### src/rtl/vga_rect_fill_if.sv
// ---------------------------------------------------------------------------
// vga_rect_fill_if
// Command and pixel bus between a rectangle-fill producer and its client.
//   start/x0/y0/w/h/color : rectangle command, qualified by start while ready=1
//   ready/done            : idle indication and one-cycle completion pulse
//   VGA_X/VGA_Y/VGA_COLOR : pixel coordinate and colour, qualified by plot
// The master modport issues commands; the slave modport is the fill engine.
// ---------------------------------------------------------------------------
interface vga_rect_fill_if #(
  parameter int XW = 8,
  parameter int YW = 7
) ();
  logic          start;
  logic [XW-1:0] x0;
  logic [YW-1:0] y0;
  logic [XW-1:0] w;
  logic [YW-1:0] h;
  logic [2:0]    color;
  logic          ready;
  logic          done;
  logic [XW-1:0] VGA_X;
  logic [YW-1:0] VGA_Y;
  logic [2:0]    VGA_COLOR;
  logic          plot;

  modport master (
    output start, x0, y0, w, h, color,
    input  ready, done, VGA_X, VGA_Y, VGA_COLOR, plot
  );

  modport slave (
    input  start, x0, y0, w, h, color,
    output ready, done, VGA_X, VGA_Y, VGA_COLOR, plot
  );
endinterface

### src/rtl/vga_rect_fill.sv
// ---------------------------------------------------------------------------
// vga_rect_fill
// Rectangle pixel-write generator feeding the VGA pixel ports. A command
// (origin, size, colour) is accepted with start while ready=1, then one pixel
// is emitted per clock in row-major order. Pixels outside XRES x YRES still
// take their cycle but are not plotted. done pulses for one cycle at the end.
//
// Ports:
//   CLOCK_50 : clock, all state on the rising edge
//   Reset    : asynchronous, active-high reset (aborts a draw, no done)
//   bus      : vga_rect_fill_if.slave (command in, pixel stream out)
//
// Optional feature (macro VGA_CLEAR_ON_RESET_EN): after reset the block
// sweeps the whole screen with colour 0, pulses done, then becomes idle.
// ---------------------------------------------------------------------------
module vga_rect_fill #(
  parameter int XRES = 160,
  parameter int YRES = 120,
  parameter int XW   = 8,
  parameter int YW   = 7
) (
  input  logic           CLOCK_50,
  input  logic           Reset,
  vga_rect_fill_if.slave bus
);

  localparam logic [1:0] IDLE  = 2'd0;
  localparam logic [1:0] DRAW  = 2'd1;
  localparam logic [1:0] FIN   = 2'd2;
`ifdef VGA_CLEAR_ON_RESET_EN
  localparam logic [1:0] CLEAR = 2'd3;
  localparam logic [1:0] RESET_STATE = CLEAR;
`else
  localparam logic [1:0] RESET_STATE = IDLE;
`endif

  logic [1:0]    state_q, state_d;
  logic [XW-1:0] x0_q, x0_d;
  logic [YW-1:0] y0_q, y0_d;
  logic [XW-1:0] w_q, w_d;
  logic [YW-1:0] h_q, h_d;
  logic [2:0]    color_q, color_d;
  logic [XW-1:0] cx_q, cx_d;
  logic [YW-1:0] cy_q, cy_d;
  logic [XW-1:0] vga_x_q, vga_x_d;
  logic [YW-1:0] vga_y_q, vga_y_d;
  logic [2:0]    vga_color_q, vga_color_d;
  logic          plot_q, plot_d;
  logic [XW:0]   sum_x;
  logic [YW:0]   sum_y;
`ifdef VGA_CLEAR_ON_RESET_EN
  // Set once the last clear pixel has been issued, so the next cycle is FIN.
  logic          clr_last_q, clr_last_d;
`endif

  always_comb begin
    state_d     = state_q;
    x0_d        = x0_q;
    y0_d        = y0_q;
    w_d         = w_q;
    h_d         = h_q;
    color_d     = color_q;
    cx_d        = cx_q;
    cy_d        = cy_q;
    vga_x_d     = vga_x_q;
    vga_y_d     = vga_y_q;
    vga_color_d = vga_color_q;
    plot_d      = 1'b0;
    sum_x       = '0;
    sum_y       = '0;
`ifdef VGA_CLEAR_ON_RESET_EN
    clr_last_d  = clr_last_q;
`endif

    case (state_q)
      IDLE, FIN: begin
        if (bus.start) begin
          x0_d    = bus.x0;
          y0_d    = bus.y0;
          w_d     = bus.w;
          h_d     = bus.h;
          color_d = bus.color;
          cx_d    = '0;
          cy_d    = '0;
          state_d = (bus.w == '0 || bus.h == '0) ? FIN : DRAW;
        end else begin
          state_d = IDLE;
        end
      end
      DRAW: begin
        // cx/cy name the pixel on the outputs now; advance to the next one.
        if (cx_q == w_q - XW'(1)) begin
          cx_d = '0;
          if (cy_q == h_q - YW'(1)) begin
            state_d = FIN;
          end else begin
            cy_d = cy_q + YW'(1);
          end
        end else begin
          cx_d = cx_q + XW'(1);
        end
      end
`ifdef VGA_CLEAR_ON_RESET_EN
      CLEAR: begin
        // Here cx/cy name the next pixel to issue rather than the shown one,
        // because the cycle right after reset carries no pixel.
        if (clr_last_q) begin
          state_d    = FIN;
          clr_last_d = 1'b0;
        end else begin
          vga_x_d     = cx_q;
          vga_y_d     = cy_q;
          vga_color_d = 3'd0;
          plot_d      = 1'b1;
          if (cx_q == XW'(XRES - 1)) begin
            cx_d = '0;
            if (cy_q == YW'(YRES - 1)) begin
              clr_last_d = 1'b1;
              cy_d       = '0;
            end else begin
              cy_d = cy_q + YW'(1);
            end
          end else begin
            cx_d = cx_q + XW'(1);
          end
        end
      end
`endif
      default: state_d = IDLE;
    endcase

    // Pixel outputs are registered from next-state values so the first
    // pixel appears in the cycle right after the accepting edge.
    if (state_d == DRAW) begin
      sum_x       = {1'b0, x0_d} + {1'b0, cx_d};
      sum_y       = {1'b0, y0_d} + {1'b0, cy_d};
      vga_x_d     = sum_x[XW-1:0];
      vga_y_d     = sum_y[YW-1:0];
      vga_color_d = color_d;
      plot_d      = (sum_x < (XW+1)'(XRES)) && (sum_y < (YW+1)'(YRES));
    end
  end

  always_ff @(posedge CLOCK_50 or posedge Reset) begin
    if (Reset) begin
      state_q     <= RESET_STATE;
      x0_q        <= '0;
      y0_q        <= '0;
      w_q         <= '0;
      h_q         <= '0;
      color_q     <= '0;
      cx_q        <= '0;
      cy_q        <= '0;
      vga_x_q     <= '0;
      vga_y_q     <= '0;
      vga_color_q <= '0;
      plot_q      <= 1'b0;
`ifdef VGA_CLEAR_ON_RESET_EN
      clr_last_q  <= 1'b0;
`endif
    end else begin
      state_q     <= state_d;
      x0_q        <= x0_d;
      y0_q        <= y0_d;
      w_q         <= w_d;
      h_q         <= h_d;
      color_q     <= color_d;
      cx_q        <= cx_d;
      cy_q        <= cy_d;
      vga_x_q     <= vga_x_d;
      vga_y_q     <= vga_y_d;
      vga_color_q <= vga_color_d;
      plot_q      <= plot_d;
`ifdef VGA_CLEAR_ON_RESET_EN
      clr_last_q  <= clr_last_d;
`endif
    end
  end

  assign bus.ready     = (state_q == IDLE) || (state_q == FIN);
  assign bus.done      = (state_q == FIN);
  assign bus.VGA_X     = vga_x_q;
  assign bus.VGA_Y     = vga_y_q;
  assign bus.VGA_COLOR = vga_color_q;
  assign bus.plot      = plot_q;

endmodule

### src/flat_wrapper.sv
// flat-port wrapper written by rule: the top's interface ports become plain ports
module vga_rect_fill_flat 
#(
  parameter int XRES = 160,
  parameter int YRES = 120,
  parameter int XW   = 8,
  parameter int YW   = 7
)
  (CLOCK_50, Reset, bus_start, bus_x0, bus_y0, bus_w, bus_h, bus_color, bus_ready, bus_done, bus_VGA_X, bus_VGA_Y, bus_VGA_COLOR, bus_plot);
  vga_rect_fill_if #(.XW(XW), .YW(YW)) bus_i ();
  input  logic CLOCK_50;
  input  logic Reset;
  input wire logic [$bits(bus_i.start)-1:0] bus_start;
  input wire logic [$bits(bus_i.x0)-1:0] bus_x0;
  input wire logic [$bits(bus_i.y0)-1:0] bus_y0;
  input wire logic [$bits(bus_i.w)-1:0] bus_w;
  input wire logic [$bits(bus_i.h)-1:0] bus_h;
  input wire logic [$bits(bus_i.color)-1:0] bus_color;
  output wire logic [$bits(bus_i.ready)-1:0] bus_ready;
  output wire logic [$bits(bus_i.done)-1:0] bus_done;
  output wire logic [$bits(bus_i.VGA_X)-1:0] bus_VGA_X;
  output wire logic [$bits(bus_i.VGA_Y)-1:0] bus_VGA_Y;
  output wire logic [$bits(bus_i.VGA_COLOR)-1:0] bus_VGA_COLOR;
  output wire logic [$bits(bus_i.plot)-1:0] bus_plot;
  assign bus_i.start = bus_start;
  assign bus_i.x0 = bus_x0;
  assign bus_i.y0 = bus_y0;
  assign bus_i.w = bus_w;
  assign bus_i.h = bus_h;
  assign bus_i.color = bus_color;
  assign bus_ready = bus_i.ready;
  assign bus_done = bus_i.done;
  assign bus_VGA_X = bus_i.VGA_X;
  assign bus_VGA_Y = bus_i.VGA_Y;
  assign bus_VGA_COLOR = bus_i.VGA_COLOR;
  assign bus_plot = bus_i.plot;
  vga_rect_fill #(.XRES(XRES), .YRES(YRES), .XW(XW), .YW(YW)) u_core (.CLOCK_50(CLOCK_50), .Reset(Reset), .bus(bus_i));
endmodule
### config.mk
export PLATFORM = sky130hd
export DESIGN_NAME = vga_rect_fill_flat
export DESIGN_NICKNAME = d
export VERILOG_FILES = /design/src/rtl/vga_rect_fill_if.sv /design/src/rtl/vga_rect_fill.sv /design/src/flat_wrapper.sv
export SDC_FILE = /design/constraint.sdc
export NUM_CORES = 1
export LEC_CHECK = 0
export BUFFER_PORTS_ARGS = -buffer_cell sky130_fd_sc_hd__buf_2
export CAP_MARGIN = 20
export CORE_ASPECT_RATIO = 0.75
export CORE_UTILIZATION = 30
export DETAILED_ROUTE_END_ITERATION = 7
export PLACE_DENSITY = 0.53
export SYNTH_ARGS = -nofsm -noshare
export SYNTH_HDL_FRONTEND = slang
export SYNTH_SLANG_ARGS = --single-unit
### constraint.sdc
create_clock -name CLOCK_50 -period 5 [get_ports CLOCK_50]
set_clock_uncertainty 0.1 [all_clocks]
set_input_delay 0.5 -clock CLOCK_50 [delete_from_list [all_inputs] [get_ports CLOCK_50]]
set_output_delay 0.5 -clock CLOCK_50 [all_outputs]
set_load 0.02 [all_outputs]
Word-level counts from Yosys, hierarchy flattened
Cells that the tools add are included.
{ "word_totals": {"reg_bits": 69, "input_bits": 36, "output_inout_bits": 21} }
{ "op_classes": {"n_addsub": 6, "magnitude_cmp": 2, "n_eq_ne": 5, "muxes": 19, "reduce_logical": 8} }
{ "ops": {"columns": ["op", "n"], "rows": [
  ["$mux W7", 5],
  ["$mux W8", 4],
  ["$pmux W8 S2", 1],
  ["$pmux W7 S2", 1],
  ["$add A8 B8 Y9", 1],
  ["$lt A9 B8 Y1 const B", 1],
  ["$add A7 B7 Y8", 1],
  ["$add A8 B1 Y8 const B", 1],
  ["$eq A8 B8 Y1", 1],
  ["$logic_not A8 Y1", 1],
  ["$lt A8 B7 Y1 const B", 1],
  ["$mux W2", 4],
  ["$sub A8 B1 Y8 const B", 1],
  ["$add A7 B1 Y7 const B", 1],
  ["$eq A7 B7 Y1", 1],
  ["$logic_not A7 Y1", 1],
  ["$sub A7 B1 Y7 const B", 1],
  ["$mux W3", 2],
  ["$eq A2 B1 Y1 const B", 2],
  ["$pmux W2 S2", 1],
  ["$eq A2 B2 Y1 const B", 1],
  ["$logic_not A2 Y1", 1],
  ["$logic_or A1 B1 Y1", 2],
  ["$reduce_and A2 Y1", 1],
  ["3 further kinds", 3]
]} }

Depth between registers and ports, before layout
{ "logic_depth": {"word_depth": 9, "depth_mapped": 22} }

Worst setup path after synthesis
Ideal clock, no wire load.
{ "synth_timing": {"kind": "register to register", "startpoint": "register u_core.w_q[2]", "endpoint": "register u_core.plot_q, in the netlist u_core.bus.plot", "arrival_ns": 3.980, "setup_slack_ns": 0.838, "path_stages_with_launch": 21, "path_cell_list": "dfrtp_1 or3_1 or4_1 xnor2_1 a2111oi_4 nand2_1 nand2_1 nor2_1 o21ai_0 o21ai_0 ha_1 nor2b_1 o21ai_0 a21boi_0 nor2_1 nor2_1 o21ai_0 nand2b_1 a211oi_1 o311ai_0 a31oi_1"} }
{ "synth_between": {"elab_chain_len": 8, "elab_cells_between_ends": 15, "classes_between": "3 x add/sub; 2 x order compare; 2 x eq/ne; 7 x mux; 1 x reduce/logical"} }
{ "synth_rtl": {"columns": ["item", "line_no", "source"], "rows": [
  ["start: declaration", "vga_rect_fill.sv:40", "logic [XW-1:0] w_q, w_d;"],
  ["start signal: assignment", "vga_rect_fill.sv:165", "w_q <= w_d;"],
  ["$sub A8 B1 Y8", "vga_rect_fill.sv:92", "if (cx_q == w_q - XW'(1)) begin"],
  ["$eq A8 B8 Y1", "vga_rect_fill.sv:92", null],
  ["$mux W8", "vga_rect_fill.sv:92", null],
  ["$pmux W8 S2", "vga_rect_fill.sv:75", "case (state_q)"],
  ["named net u_core.cx_d[2]", "vga_rect_fill.sv:43", "logic [XW-1:0] cx_q, cx_d;"],
  ["$add A8 B8 Y9", "vga_rect_fill.sv:135", "sum_x = {1'b0, x0_d} + {1'b0, cx_d};"],
  ["$lt A9 B8 Y1", "vga_rect_fill.sv:140", "plot_d = (sum_x < (XW+1)'(XRES)) && (sum_y < (YW+1)'(YRES));"],
  ["$logic_and A1 B1 Y1", "vga_rect_fill.sv:140", null],
  ["$mux W1", "vga_rect_fill.sv:134", "if (state_d == DRAW) begin"],
  ["named net u_core.plot_d", "vga_rect_fill.sv:48", "logic plot_q, plot_d;"],
  ["end signal: assignment", "vga_rect_fill.sv:173", "plot_q <= plot_d;"],
  ["end: declaration", "vga_rect_fill.sv:48", null]
]} }
The timed path passes the listed nets, and every way through them passes these cells.
A chain may end at the register's enable or synchronous reset.

Worst setup path after layout
Same ends and word-level chain as after synthesis.

==> results.yml <==
worst_setup_path:
  critPathKind: "flip-flop to flip-flop"
  crit_start: "u_core.w_q[2]"
  required_ps: 5150
  start_kind: "flip-flop"
  r2r-start: "u_core.w_q[2]"
  crit_path_end_kind: "flip-flop"
  cp_max_fo: 9
  cp_data_arrival_time_ps: 4680
clock_network:
  clock-sinks: 69
  numCtsBuffers: 9
  htree_levels: 3
  ctsResizeCount: 0
  clk_latency_ps: 340
  cts_hold_buf: 0
  clk_pin_slew_ps: 70
  post_cts.repair.setup_buffers: 0
  cts_buffer_depth: 2
  cts_root_buffer: "clkbuf_16"
  cts_tree: "yes"
power_and_ir_drop:
  cellPowerDensity_nw_per_um2: 715
  power_frac_clock: 0.189
  p_leak_nw: 2.20
  power_w: 0.00333
  intPower_w: 0.00188
  p_sw_frac: 0.436
  netSwitchingPower_w: 0.00145
  combinationalPowerShare: 0.506
  peakVddDrop_uv: 352
  power_frac_seq: 0.305
outcome:
  status: "finished, final reports clean"
synth:
  synthFlopType: "dfrtp_1"
  synth_edf_count: 0
  yosys.area.top_type_share: 0.446
  ys_warn_count: 0
  syn_avg_cell_area_sq_um: 9.20
  seq_area_frac_synth: 0.446
  synthTopCellsByArea: "dfrtp_1 (45%), nand2_1 (11%), ha_1 (6.1%), xnor2_1 (4.1%), o21ai_0 (3.6%)"
  synth_cell_types: 54
  yosys.area.top_type: "dfrtp_1"
  synthArstFlopShare: 1.00
  synth_area_sq_um: 3870
  synth_nets: 478
  ys_ff_latch: 69
  synthCells: 421
floorplan:
  die_w_um: 133
  dieArea_sq_um: 13400
  die_h_um: 100
  rows: 35
  core_sq_um: 12400
  initial_core_util: 0.311
  ios: 57
route:
  drt_pass1_iterations: 4
  drt_iter0_markers: 144
  vias_per_cell: 4.69
  antenna_left: 0
  wl_per_cell_um: 14.2
  vias: 3066
  wl_um: 9270
  drc: 0
global_route:
  grt_max_degree: 70
  grt_pass1_wl_um: 15500
  antenna_found_initial: 0
  grt_pass1_vias: 3031
  grt-ovfl-total: 0
  track_usage: 0.151
final_layout:
  multi_input_area_sq_um: 2020
  n_antenna_cell: 0
  stdcell_count: 654
  ff_latch_area_sq_um: 1730
  fillers: 1277
  areaGrowthSynthToFinish_pct: 20.4
  fin_nets: 540
  drive_gt1_frac: 0.205
placed_design:
  place_congestion: 0.831
  port_buffers: 56
  hpwl_um: 6910
  dp.cells: 638
hold_path:
  hold_class: "primary input to flip-flop"
  min_from: "bus_color[0]"
sta:
  drv_slew: 0
  whs_ps: 263
  fin_crit_sh: 0.907
  finalCriticalPeriod_ps: 4530
  finalHoldViolCount: 0
  clock.fmax_ghz: 0.221
  finalSetupViolCount: 0
  rsz0062_at_grt: "false"
  slew_headroom: 0.411
  fin_tns_setup_ps: 0
  worst_pin_slew_ps: 883
job:
  cap_viol_max_count: 0
stage by stage:
step	utilization	setup slack, ps	instance area, sq um
final	0.375	466	4660
after global routing	0.375	39.5	4660
after CTS	0.374	296	4650
after detailed placement	0.351	358	4360
after global placement	0.351	507	4360
after floorplan	-	838	3870
kinds of logic after synthesis:
kind of cell             after synthesis  share of synthesized area
AO/OA/AOI/OAI                         73                      0.124
XOR/XNOR                              32                     0.0743
adder cells (fa/ha/maj)               21                     0.0717
buffers and inverters                 35                     0.0342
flip-flops                            69                      0.446
multiplexers                          14                     0.0426
AND/OR/NAND/NOR                      177                      0.207
sequential cells by signal (all words and copies together), names as in the netlist:
name and flops:
u_core.x0_q 8, u_core.bus.VGA_COLOR 3, u_core.bus.VGA_Y 7, u_core.cy_q 7
u_core.state_q 2, u_core.cx_q 8, u_core.bus.VGA_X 8, u_core.h_q 7
u_core.bus.plot 1, u_core.w_q 8, u_core.color_q 3, u_core.y0_q 7
layer usage:
metal  global-route usage  up-vias  share of wire
met1                0.224     1436           0.56
met2                0.209       62           0.38
met3               0.0429       16          0.044
li1                     -     1552              -
met5                    0        -              0
met4               0.0490        0          0.016
cells in the final DEF (no fill, tap or decap), types with 7 or more instances in the layout:
cell	count
clkbuf_16	9
nand3_1	11
o21ai_0	28
buf_2	56
a21oi_1	10
nand2b_1	7
nand2_1	110
xor2_1	13
dfrtp_1	69
nor2_1	19
ha_1	19
xnor2_1	18
mux2_2	10
inv_1	24
final timing paths:
kind / endpoint / depth (start not counted) / slack, ps
setup / recovery: u_core.bus.plot / 19 / 470
hold / removal: u_core.color_q[0] / 3 / 260
setup reg to reg: u_core.bus.plot / 19 / 470
hold reg to reg: u_core.color_q[0] / 2 / 370
max in group asynchronous: u_core.w_q[1] / 3 / 3900
min in group asynchronous: u_core.bus.VGA_COLOR[2] / 3 / 330
synthesized netlist by cell type (all sizes together) (2+ instances only):
| library cell | number |
|---|---|
| a2111oi | 3 |
| a21boi | 2 |
| a21o | 3 |
| a21oi | 11 |
| and3 | 4 |
| buf | 4 |
| clkbuf | 6 |
| dfrtp | 69 |
| fa | 2 |
| ha | 19 |
| inv | 25 |
| mux2 | 10 |
| mux2i | 4 |
| nand2 | 111 |
| nand2b | 7 |
| nand3 | 11 |
| nand4 | 2 |
| nor2 | 20 |
| nor2b | 3 |
| nor3 | 4 |
| nor3b | 2 |
| nor4 | 3 |
| o211ai | 3 |
| o21a | 2 |
| o21ai | 30 |
| o21bai | 4 |
| o31ai | 6 |
| or2 | 2 |
| or3b | 2 |
| or4 | 4 |
| xnor2 | 19 |
| xor2 | 13 |
final cells by class:
type,instances,area share
sequential,69,0.370
clock inverter,6,0.0113
clock buffer,10,0.0513
tap,166,0.0446
inverter,25,0.0201
timing repair buffer,61,0.0682
multi-input combinational,317,0.434
power by group through the flow:
stage          Sequential [W]  Clock (W)  Combinational (W)
3_5_place_dp          0.00102          0            0.00168
4_1_cts               0.00101   0.000643            0.00170
3_3_place_gp          0.00102          0            0.00165
6_report              0.00102   0.000631            0.00169
5_1_grt               0.00105   0.000667            0.00191
2_1_floorplan         0.00106          0            0.00117
critical path, cell delays in order (launching register included):
cell       delay, ps
dfrtp_1          440
or3_1            420
or4_1            430
xnor2_1          180
a2111oi_4        320
nand2_1          190
nand2_2          210
o21a_1           180
inv_1             70
ha_1             290
a21o_1           180
a21oi_1          230
o21ai_0          110
a21oi_1          250
o21bai_1          90
a21oi_1          220
xnor2_1          110
o21ai_0           90
o311ai_0         150
a31oi_1          190
Power figures use the tool's default switching activity.
